`src/rtl/sss_detect_ctrl_pkg.sv`:
```
// Shared types and constants for the SSS detection controller.
// Latency: n/a (types, constants and a combinational helper only).
// Backpressure: n/a.
package sss_ctrl_pkg;

  typedef enum logic [1:0] {
    IDLE,
    WAIT_SYM,
    CAPTURE,
    WAIT_RES
  } state_t;

  localparam int SSS_LEN    = 127;  // SSS length in subcarriers
  localparam int N_ID_1_MAX = 335;  // largest legal N_id_1
  localparam int N_ID_W     = 10;   // width of N_id (0..1007)

  // N_id = 3*N_id_1 + N_id_2; fits 10 bits for every legal N_id_1.
  function automatic logic [N_ID_W-1:0] calc_n_id(input logic [8:0] n_id_1,
                                                  input logic [1:0] n_id_2);
    return N_ID_W'(n_id_1) * N_ID_W'(3) + N_ID_W'(n_id_2);
  endfunction

endpackage

```
`src/rtl/sss_detect_ctrl_if.sv`:
```
// Bundles the PSS result, subcarrier stream, SSS detector link and result outputs.
// Latency: n/a (wiring only).
// Backpressure: none; every stream here is valid-only.
interface sss_detect_ctrl_if
  import sss_ctrl_pkg::*;
#(
  parameter int N_ID_1_W = 9
);

  logic [1:0]          N_id_2_i;
  logic                N_id_2_valid_i;
  logic                s_axis_in_tdata;
  logic                s_axis_in_tvalid;
  logic                s_axis_in_tlast;
  logic [1:0]          det_N_id_2_o;
  logic                det_N_id_2_valid_o;
  logic                det_tdata_o;
  logic                det_tvalid_o;
  logic [N_ID_1_W-1:0] det_N_id_1_i;
  logic                det_valid_i;
  logic [N_ID_W-1:0]   m_axis_out_tdata;
  logic                m_axis_out_tvalid;
  logic                busy_o;
  logic                err_o;

  // Controller side.
  modport slave (
    input  N_id_2_i, N_id_2_valid_i,
    input  s_axis_in_tdata, s_axis_in_tvalid, s_axis_in_tlast,
    output det_N_id_2_o, det_N_id_2_valid_o, det_tdata_o, det_tvalid_o,
    input  det_N_id_1_i, det_valid_i,
    output m_axis_out_tdata, m_axis_out_tvalid, busy_o, err_o
  );

  // Environment side (PSS stage, demapper and SSS detector).
  modport master (
    output N_id_2_i, N_id_2_valid_i,
    output s_axis_in_tdata, s_axis_in_tvalid, s_axis_in_tlast,
    input  det_N_id_2_o, det_N_id_2_valid_o, det_tdata_o, det_tvalid_o,
    output det_N_id_1_i, det_valid_i,
    input  m_axis_out_tdata, m_axis_out_tvalid, busy_o, err_o
  );

endinterface

```
`src/rtl/sss_detect_ctrl_sc_gate.sv`:
```
// Subcarrier counter with SSS window compare; flags forwarded bits and a complete SSS.
// Latency: fwd_o/full_o are combinational on the current sample.
// Backpressure: none; counts every valid sample while enabled, saturating at SC_PER_SYM.
module sss_sc_gate
  import sss_ctrl_pkg::*;
#(
  parameter int SC_PER_SYM = 240,
  parameter int SSS_START  = 56
) (
  input  logic clk_i,
  input  logic reset_i,
  input  logic clear_i,
  input  logic en_i,
  input  logic vld_i,
  output logic fwd_o,
  output logic full_o
);

  localparam int SC_W    = $clog2(SC_PER_SYM + 1);
  localparam int SSS_END = SSS_START + SSS_LEN - 1;

  logic [SC_W-1:0] sc_cnt_q, sc_cnt_d;
  logic [7:0]      fwd_cnt_q, fwd_cnt_d;
  logic            step;
  logic            in_win;

  // Window decode; full_o already counts the sample on the bus this cycle so
  // a tlast on the final SSS subcarrier is seen as complete.
  always_comb begin
    step      = en_i && vld_i && (int'(sc_cnt_q) < SC_PER_SYM);
    in_win    = (int'(sc_cnt_q) >= SSS_START) && (int'(sc_cnt_q) <= SSS_END);
    fwd_o     = step && in_win;
    sc_cnt_d  = step ? sc_cnt_q + SC_W'(1) : sc_cnt_q;
    fwd_cnt_d = fwd_cnt_q + {7'd0, fwd_o};
    full_o    = (int'(fwd_cnt_d) == SSS_LEN);
  end

  // Counters restart whenever the controller is not capturing.
  always_ff @(posedge clk_i) begin
    if (reset_i || clear_i) begin
      sc_cnt_q  <= '0;
      fwd_cnt_q <= '0;
    end else begin
      sc_cnt_q  <= sc_cnt_d;
      fwd_cnt_q <= fwd_cnt_d;
    end
  end

endmodule

```
`src/rtl/sss_detect_ctrl.sv`:
```
// Sequences one SSS detection per PSS hit and emits N_id; optional WAIT_RES timeout via SSS_CTRL_TIMEOUT_EN.
// Latency: det bits 1 cycle after input sample; N_id / err 1 cycle after det_valid_i or closing tlast.
// Backpressure: none; PSS hits and detector results arriving outside their state are dropped.
module sss_detect_ctrl
  import sss_ctrl_pkg::*;
#(
  parameter int SYM_OFFSET     = 2,     // must be >= 2
  parameter int SC_PER_SYM     = 240,
  parameter int SSS_START      = 56,
  parameter int N_ID_1_W       = 9,
  parameter int TIMEOUT_CYCLES = 4096
) (
  input  logic                clk_i,
  input  logic                reset_i,
  sss_detect_ctrl_if.slave    bus
);

  localparam int SYM_W = $clog2(SYM_OFFSET + 1);
  localparam logic [SYM_W-1:0] SYM_LAST = SYM_W'(SYM_OFFSET - 1);

  state_t              state_q;
  logic [1:0]          nid2_q;
  logic [SYM_W-1:0]    sym_cnt_q;
  logic [1:0]          det_n2_q;
  logic                det_n2_vld_q;
  logic                det_tdata_q;
  logic                det_tvalid_q;
  logic [N_ID_W-1:0]   out_tdata_q;
  logic                out_tvalid_q;
  logic                err_q;

  logic [N_ID_1_W-1:0] n_id_1;
  logic                in_last;
  logic                sc_fwd;
  logic                sc_full;
  logic                to_expired;

  assign n_id_1  = bus.det_N_id_1_i;
  assign in_last = bus.s_axis_in_tvalid && bus.s_axis_in_tlast;

  sss_sc_gate #(
    .SC_PER_SYM (SC_PER_SYM),
    .SSS_START  (SSS_START)
  ) u_sc_gate (
    .clk_i   (clk_i),
    .reset_i (reset_i),
    .clear_i (state_q != CAPTURE),
    .en_i    (state_q == CAPTURE),
    .vld_i   (bus.s_axis_in_tvalid),
    .fwd_o   (sc_fwd),
    .full_o  (sc_full)
  );

`ifdef SSS_CTRL_TIMEOUT_EN
  localparam int TO_W = $clog2(TIMEOUT_CYCLES + 1);
  logic [TO_W-1:0] to_cnt_q;

  // Result-wait timer; held at zero outside WAIT_RES so every entry starts fresh.
  always_ff @(posedge clk_i) begin
    if (reset_i || state_q != WAIT_RES) to_cnt_q <= '0;
    else                                to_cnt_q <= to_cnt_q + TO_W'(1);
  end

  assign to_expired = (int'(to_cnt_q) == TIMEOUT_CYCLES - 1);
`else
  // No timer: WAIT_RES waits for the detector indefinitely.
  logic unused_timeout;
  assign unused_timeout = ^TIMEOUT_CYCLES;
  assign to_expired     = 1'b0;
`endif

  // Job sequencer; all outputs are registered here, pulses default low each cycle.
  always_ff @(posedge clk_i) begin
    if (reset_i) begin
      state_q      <= IDLE;
      nid2_q       <= '0;
      sym_cnt_q    <= '0;
      det_n2_q     <= '0;
      det_n2_vld_q <= 1'b0;
      det_tdata_q  <= 1'b0;
      det_tvalid_q <= 1'b0;
      out_tdata_q  <= '0;
      out_tvalid_q <= 1'b0;
      err_q        <= 1'b0;
    end else begin
      det_n2_vld_q <= 1'b0;
      out_tvalid_q <= 1'b0;
      err_q        <= 1'b0;
      det_tvalid_q <= sc_fwd;
      det_tdata_q  <= sc_fwd & bus.s_axis_in_tdata;
      unique case (state_q)
        IDLE: begin
          if (bus.N_id_2_valid_i && bus.N_id_2_i != 2'd3) begin
            nid2_q       <= bus.N_id_2_i;
            det_n2_q     <= bus.N_id_2_i;
            det_n2_vld_q <= 1'b1;
            sym_cnt_q    <= '0;
            state_q      <= WAIT_SYM;
          end
        end
        WAIT_SYM: begin
          if (in_last) begin
            sym_cnt_q <= sym_cnt_q + SYM_W'(1);
            if (sym_cnt_q + SYM_W'(1) == SYM_LAST) state_q <= CAPTURE;
          end
        end
        CAPTURE: begin
          if (in_last) begin
            if (sc_full) begin
              state_q <= WAIT_RES;
            end else begin
              err_q   <= 1'b1;
              state_q <= IDLE;
            end
          end
        end
        WAIT_RES: begin
          // A detector result wins over a same-cycle timeout.
          if (bus.det_valid_i) begin
            if (int'(n_id_1) > N_ID_1_MAX) begin
              err_q <= 1'b1;
            end else begin
              out_tdata_q  <= calc_n_id(9'(n_id_1), nid2_q);
              out_tvalid_q <= 1'b1;
            end
            state_q <= IDLE;
          end else if (to_expired) begin
            err_q   <= 1'b1;
            state_q <= IDLE;
          end
        end
        default: state_q <= IDLE;
      endcase
    end
  end

  assign bus.det_N_id_2_o       = det_n2_q;
  assign bus.det_N_id_2_valid_o = det_n2_vld_q;
  assign bus.det_tdata_o        = det_tdata_q;
  assign bus.det_tvalid_o       = det_tvalid_q;
  assign bus.m_axis_out_tdata   = out_tdata_q;
  assign bus.m_axis_out_tvalid  = out_tvalid_q;
  assign bus.busy_o             = (state_q != IDLE);
  assign bus.err_o              = err_q;

endmodule

```
`src/flat_wrapper.sv`:
```
// flat-port wrapper written by rule: the top's interface ports become plain ports
module sss_detect_ctrl_flat import sss_ctrl_pkg::*;
#(
  parameter int SYM_OFFSET     = 2,                    
  parameter int SC_PER_SYM     = 240,
  parameter int SSS_START      = 56,
  parameter int N_ID_1_W       = 9,
  parameter int TIMEOUT_CYCLES = 4096
)
  (clk_i, reset_i, bus_N_id_2_i, bus_N_id_2_valid_i, bus_s_axis_in_tdata, bus_s_axis_in_tvalid, bus_s_axis_in_tlast, bus_det_N_id_2_o, bus_det_N_id_2_valid_o, bus_det_tdata_o, bus_det_tvalid_o, bus_det_N_id_1_i, bus_det_valid_i, bus_m_axis_out_tdata, bus_m_axis_out_tvalid, bus_busy_o, bus_err_o);
  sss_detect_ctrl_if #(.N_ID_1_W(N_ID_1_W)) bus_i ();
  input  logic clk_i;
  input  logic reset_i;
  input wire logic [$bits(bus_i.N_id_2_i)-1:0] bus_N_id_2_i;
  input wire logic [$bits(bus_i.N_id_2_valid_i)-1:0] bus_N_id_2_valid_i;
  input wire logic [$bits(bus_i.s_axis_in_tdata)-1:0] bus_s_axis_in_tdata;
  input wire logic [$bits(bus_i.s_axis_in_tvalid)-1:0] bus_s_axis_in_tvalid;
  input wire logic [$bits(bus_i.s_axis_in_tlast)-1:0] bus_s_axis_in_tlast;
  output wire logic [$bits(bus_i.det_N_id_2_o)-1:0] bus_det_N_id_2_o;
  output wire logic [$bits(bus_i.det_N_id_2_valid_o)-1:0] bus_det_N_id_2_valid_o;
  output wire logic [$bits(bus_i.det_tdata_o)-1:0] bus_det_tdata_o;
  output wire logic [$bits(bus_i.det_tvalid_o)-1:0] bus_det_tvalid_o;
  input wire logic [$bits(bus_i.det_N_id_1_i)-1:0] bus_det_N_id_1_i;
  input wire logic [$bits(bus_i.det_valid_i)-1:0] bus_det_valid_i;
  output wire logic [$bits(bus_i.m_axis_out_tdata)-1:0] bus_m_axis_out_tdata;
  output wire logic [$bits(bus_i.m_axis_out_tvalid)-1:0] bus_m_axis_out_tvalid;
  output wire logic [$bits(bus_i.busy_o)-1:0] bus_busy_o;
  output wire logic [$bits(bus_i.err_o)-1:0] bus_err_o;
  assign bus_i.N_id_2_i = bus_N_id_2_i;
  assign bus_i.N_id_2_valid_i = bus_N_id_2_valid_i;
  assign bus_i.s_axis_in_tdata = bus_s_axis_in_tdata;
  assign bus_i.s_axis_in_tvalid = bus_s_axis_in_tvalid;
  assign bus_i.s_axis_in_tlast = bus_s_axis_in_tlast;
  assign bus_det_N_id_2_o = bus_i.det_N_id_2_o;
  assign bus_det_N_id_2_valid_o = bus_i.det_N_id_2_valid_o;
  assign bus_det_tdata_o = bus_i.det_tdata_o;
  assign bus_det_tvalid_o = bus_i.det_tvalid_o;
  assign bus_i.det_N_id_1_i = bus_det_N_id_1_i;
  assign bus_i.det_valid_i = bus_det_valid_i;
  assign bus_m_axis_out_tdata = bus_i.m_axis_out_tdata;
  assign bus_m_axis_out_tvalid = bus_i.m_axis_out_tvalid;
  assign bus_busy_o = bus_i.busy_o;
  assign bus_err_o = bus_i.err_o;
  sss_detect_ctrl #(.SYM_OFFSET(SYM_OFFSET), .SC_PER_SYM(SC_PER_SYM), .SSS_START(SSS_START), .N_ID_1_W(N_ID_1_W), .TIMEOUT_CYCLES(TIMEOUT_CYCLES)) u_core (.clk_i(clk_i), .reset_i(reset_i), .bus(bus_i));
endmodule
```
`config.mk`:
```
export PLATFORM = sky130hd
export DESIGN_NAME = sss_detect_ctrl_flat
export DESIGN_NICKNAME = d
export VERILOG_FILES = /design/src/rtl/sss_detect_ctrl_pkg.sv /design/src/rtl/sss_detect_ctrl_if.sv /design/src/rtl/sss_detect_ctrl_sc_gate.sv /design/src/rtl/sss_detect_ctrl.sv /design/src/flat_wrapper.sv
export SDC_FILE = /design/constraint.sdc
export NUM_CORES = 1
export LEC_CHECK = 0
export ABC_AREA = 1
export ABC_CLOCK_PERIOD_IN_PS = 4800
export BUFFER_PORTS_ARGS = -buffer_cell sky130_fd_sc_hd__buf_2
export CELL_PAD_IN_SITES_DETAIL_PLACEMENT = 1
export CELL_PAD_IN_SITES_GLOBAL_PLACEMENT = 2
export CORE_MARGIN = 5
export CORE_UTILIZATION = 34
export CTS_BUF_LIST = sky130_fd_sc_hd__clkbuf_4
export DETAILED_ROUTE_END_ITERATION = 12
export PLACE_DENSITY = 0.94
export REMOVE_ABC_BUFFERS = 1
export SLEW_MARGIN = 10
export SYNTH_ARGS = -nofsm -noshare
export SYNTH_HDL_FRONTEND = slang
export SYNTH_HIERARCHICAL = 1
export SYNTH_SLANG_ARGS = --single-unit
```
`constraint.sdc`:
```
create_clock -name clk_i -period 4.8 [get_ports clk_i]
set_clock_uncertainty 0.1 [all_clocks]
set_input_delay 0.72 -clock clk_i [delete_from_list [all_inputs] [get_ports clk_i]]
set_output_delay 0.72 -clock clk_i [all_outputs]
set_load 0.02 [all_outputs]
```
==> run summary <==
status - complete, no violations
Initial DRT Pass Iterations - 4
# Post-CTS Setup Buffers - 0
first-pass GRT wire length - 10810 um
HP Class - reg2reg
CTS clk-pin slew, worst paths - 0.11 ns
Worst slew margin - 0.6841
gpl congestion - 0.8176
post-DP HPWL - 5098 um
total power - 0.8196 mW
total CTS buffers - 5
worst-margin pin slew - 0.4733 ns
Detailed Route WL - 6250 um
share of cells above drive strength 1 - 0.1408
detailed-route via count - 2383
CTS Hold Bufs - 0
largest net degree at the start of global routing - 14
Mean Syn Cell Area - 6.502 um^2
most frequent cells in the layout - 109 x nand2_1, 66 x inv_1, 54 x nor2_1
vias in the first global route - 2470
Port Buffers - 35
area growth from synthesis to layout - 13.13%
Gate Count Post-Synth - 381
VDD IR max - 0.1737 mV
CP endpoint kind - flop
Crit path top cell by count - nor2_1
count of final setup violators - 0
initial DRC count - 83
Nets - 464
CP max stage cell - dfxtp_1
Synth Warn # - 6
max-slew violation count - 0
die width - 95.36 um
Die H - 95.36 um
count of final hold-check violations - 0
core area - 0.007176 mm^2
synthesized flop and latch total - 37
grt ovf - 0
routed wire length per instance - 12.07 um
ant diodes - 0
Cells after DPL - 510
critical path launch point type - flop
register area share after synthesis - 0.2990
fin cells - 518
post-route ant nets - 0
WP data arrival - 3.07 ns
multi-input logic area - 0.001448 mm^2
RSZ-0062 raised after global routing - false
routed vias/inst - 4.600
Pleak - 1.471 nW
Longest Clk Path Bufs - 2
Initial Util - 0.3452
# Max-Cap Violations - 0
Post-CTS Resized - 0
TritonCTS clock tree - built
clk root buf - clkbuf_4
filler instances - 996
FF/Latch Area - 740.7 um^2
IO Pins - 36
Residual DRC - 0
Final min period - 2.938 ns
Cell Rows - 31
cells along the critical path - inv_1 -> nor2_1 -> nand2_1 -> inv_1 -> o211ai_1 -> nor2_1 -> ha_1 -> ha_1 -> nand3_2 -> o21ai_0 -> nand2_1 -> nand2_1 -> nor2_1 -> inv_1 -> nor2_1 -> nor3_1 -> nor2_1
Sink Count - 37
initial antenna violation count - 0
Setup TNS Final - 0 ns
CP Max Fanout - 6
mapped cell area - 0.002477 mm^2
CP Class - reg2reg
clock latency at the later pin of the worst-skew pair - 0.33 ns
die area - 0.009094 mm^2
post-synthesis cell type count - 28
PwrDens - 292.4 mW/mm^2
commonest non-fill, non-tap cell in the layout - nand2_1
gr usage total - 0.1501
Req. time, crit path - 4.93 ns
max incr delay on CP - 0.42 ns
Tcrit/Tclk final - 0.6121
H-tree levels - 2
fmax - 0.3404 GHz
==> cells by family after synthesis <==
kind of cell    share of synthesized area
compound gates                    0.07071
xor+xnor                          0.01061
fa+ha+maj                          0.1475
buf+inv                            0.1167
flops                              0.2990
simple gates                       0.3556
==> power by group <==
part / total (mW) / internal (mW) / switching, mW
logic: 0.290 / 0.0964 / 0.193
clock network: 0.179 / 0.0755 / 0.103
registers: 0.351 / 0.332 / 0.0196
==> sequential cells by signal (all words and copies together) (netlist names) <==
| name | flops |
|---|---|
| u_core/bus.det_N_id_2_o | 2 |
| u_core/bus.err_o | 1 |
| u_core/bus.det_tdata_o | 1 |
| u_core/bus.det_tvalid_o | 1 |
| u_core/state_q | 2 |
| u_core/sym_cnt_q | 2 |
| u_core/u_sc_gate/fwd_cnt_q | 8 |
| u_core/bus.det_N_id_2_valid_o | 1 |
| u_core/bus.m_axis_out_tvalid | 1 |
| u_core/bus.m_axis_out_tdata | 10 |
| u_core/u_sc_gate/sc_cnt_q | 8 |
==> worst max-delay path: cells and delay by family, from the launching register on <==
| family | cells | cell delay (ns) |
|---|---|---|
| adder cells (fa/ha/maj) | 2 | 0.48 |
| buffers and inverters | 3 | 0.35 |
| flip-flops | 1 | 0.42 |
| AO/OA/AOI/OAI | 2 | 0.36 |
| AND/OR/NAND/NOR | 10 | 1.13 |
==> worst paths after layout <==
check / from / end / slack (ns) / depth (start not counted)
max: u_core/state_q[1] / u_core/state_q[1] / 1.86 / 17
min: u_core/bus.m_axis_out_tdata[0] / u_core/bus.m_axis_out_tdata[0] / 0.38 / 2
max reg2reg: u_core/state_q[1] / u_core/state_q[1] / 1.86 / 17
min reg2reg: u_core/bus.m_axis_out_tdata[0] / u_core/bus.m_axis_out_tdata[0] / 0.38 / 2
==> synth_stat cells <==
| cell | n | area share |
|---|---|---|
| buf_2 | 3 | 0.0061 |
| dfxtp_1 | 37 | 0.30 |
| o21ai_0 | 7 | 0.014 |
| nor3_1 | 2 | 0.0040 |
| nor2_1 | 54 | 0.082 |
| fa_1 | 2 | 0.016 |
| a21oi_1 | 22 | 0.044 |
| buf_6 | 1 | 0.0045 |
| xnor2_1 | 1 | 0.0035 |
| a211oi_1 | 1 | 0.0030 |
| nand3b_1 | 2 | 0.0061 |
| nand2_2 | 4 | 0.010 |
| nand3_2 | 1 | 0.0040 |
| a21boi_0 | 1 | 0.0030 |
| o211ai_1 | 1 | 0.0030 |
| nand2_4 | 2 | 0.0091 |
| nand4_1 | 6 | 0.015 |
| buf_4 | 1 | 0.0030 |
| a21boi_1 | 1 | 0.0030 |
| nand3_1 | 20 | 0.040 |
| or2_2 | 3 | 0.0076 |
| inv_2 | 2 | 0.0030 |
| xor2_1 | 2 | 0.0071 |
| nor2_4 | 1 | 0.0045 |
| nand2_1 | 109 | 0.17 |
| ha_1 | 26 | 0.13 |
| inv_1 | 66 | 0.10 |
| nor2_2 | 3 | 0.0076 |
==> final cells by class <==
type	count	share of cell area
clock buffers	8	0.02143
well taps	99	0.04420
multi-input cells	271	0.5165
inverters	68	0.09107
flip-flops and latches	37	0.2643
repair buffers	35	0.06250
==> per-layer routing <==
layer / GRT usage / up-vias / share of wire
met3: 0.03710 / 2 / 0.033
met4: 0.02885 / 0 / 0.0027
met1: 0.1920 / 1098 / 0.49
met5: 0 / - / 0
met2: 0.2566 / 35 / 0.47
li1: - / 1248 / -
==> through the flow <==
stage | hold slack (ns) | instance area (um^2) | util | worst slack, ns
floorplan | 0.3707 | 2444 | - | 2.202
global placement | 0.3541 | 2743 | 0.3822 | 1.938
detailed placement | 0.3618 | 2743 | 0.3822 | 1.789
CTS | 0.3814 | 2803 | 0.3906 | 1.822
global route | 0.4018 | 2803 | 0.3906 | 1.517
finish | 0.3785 | 2803 | 0.3906 | 1.862
Power figures use the tool's default switching activity.
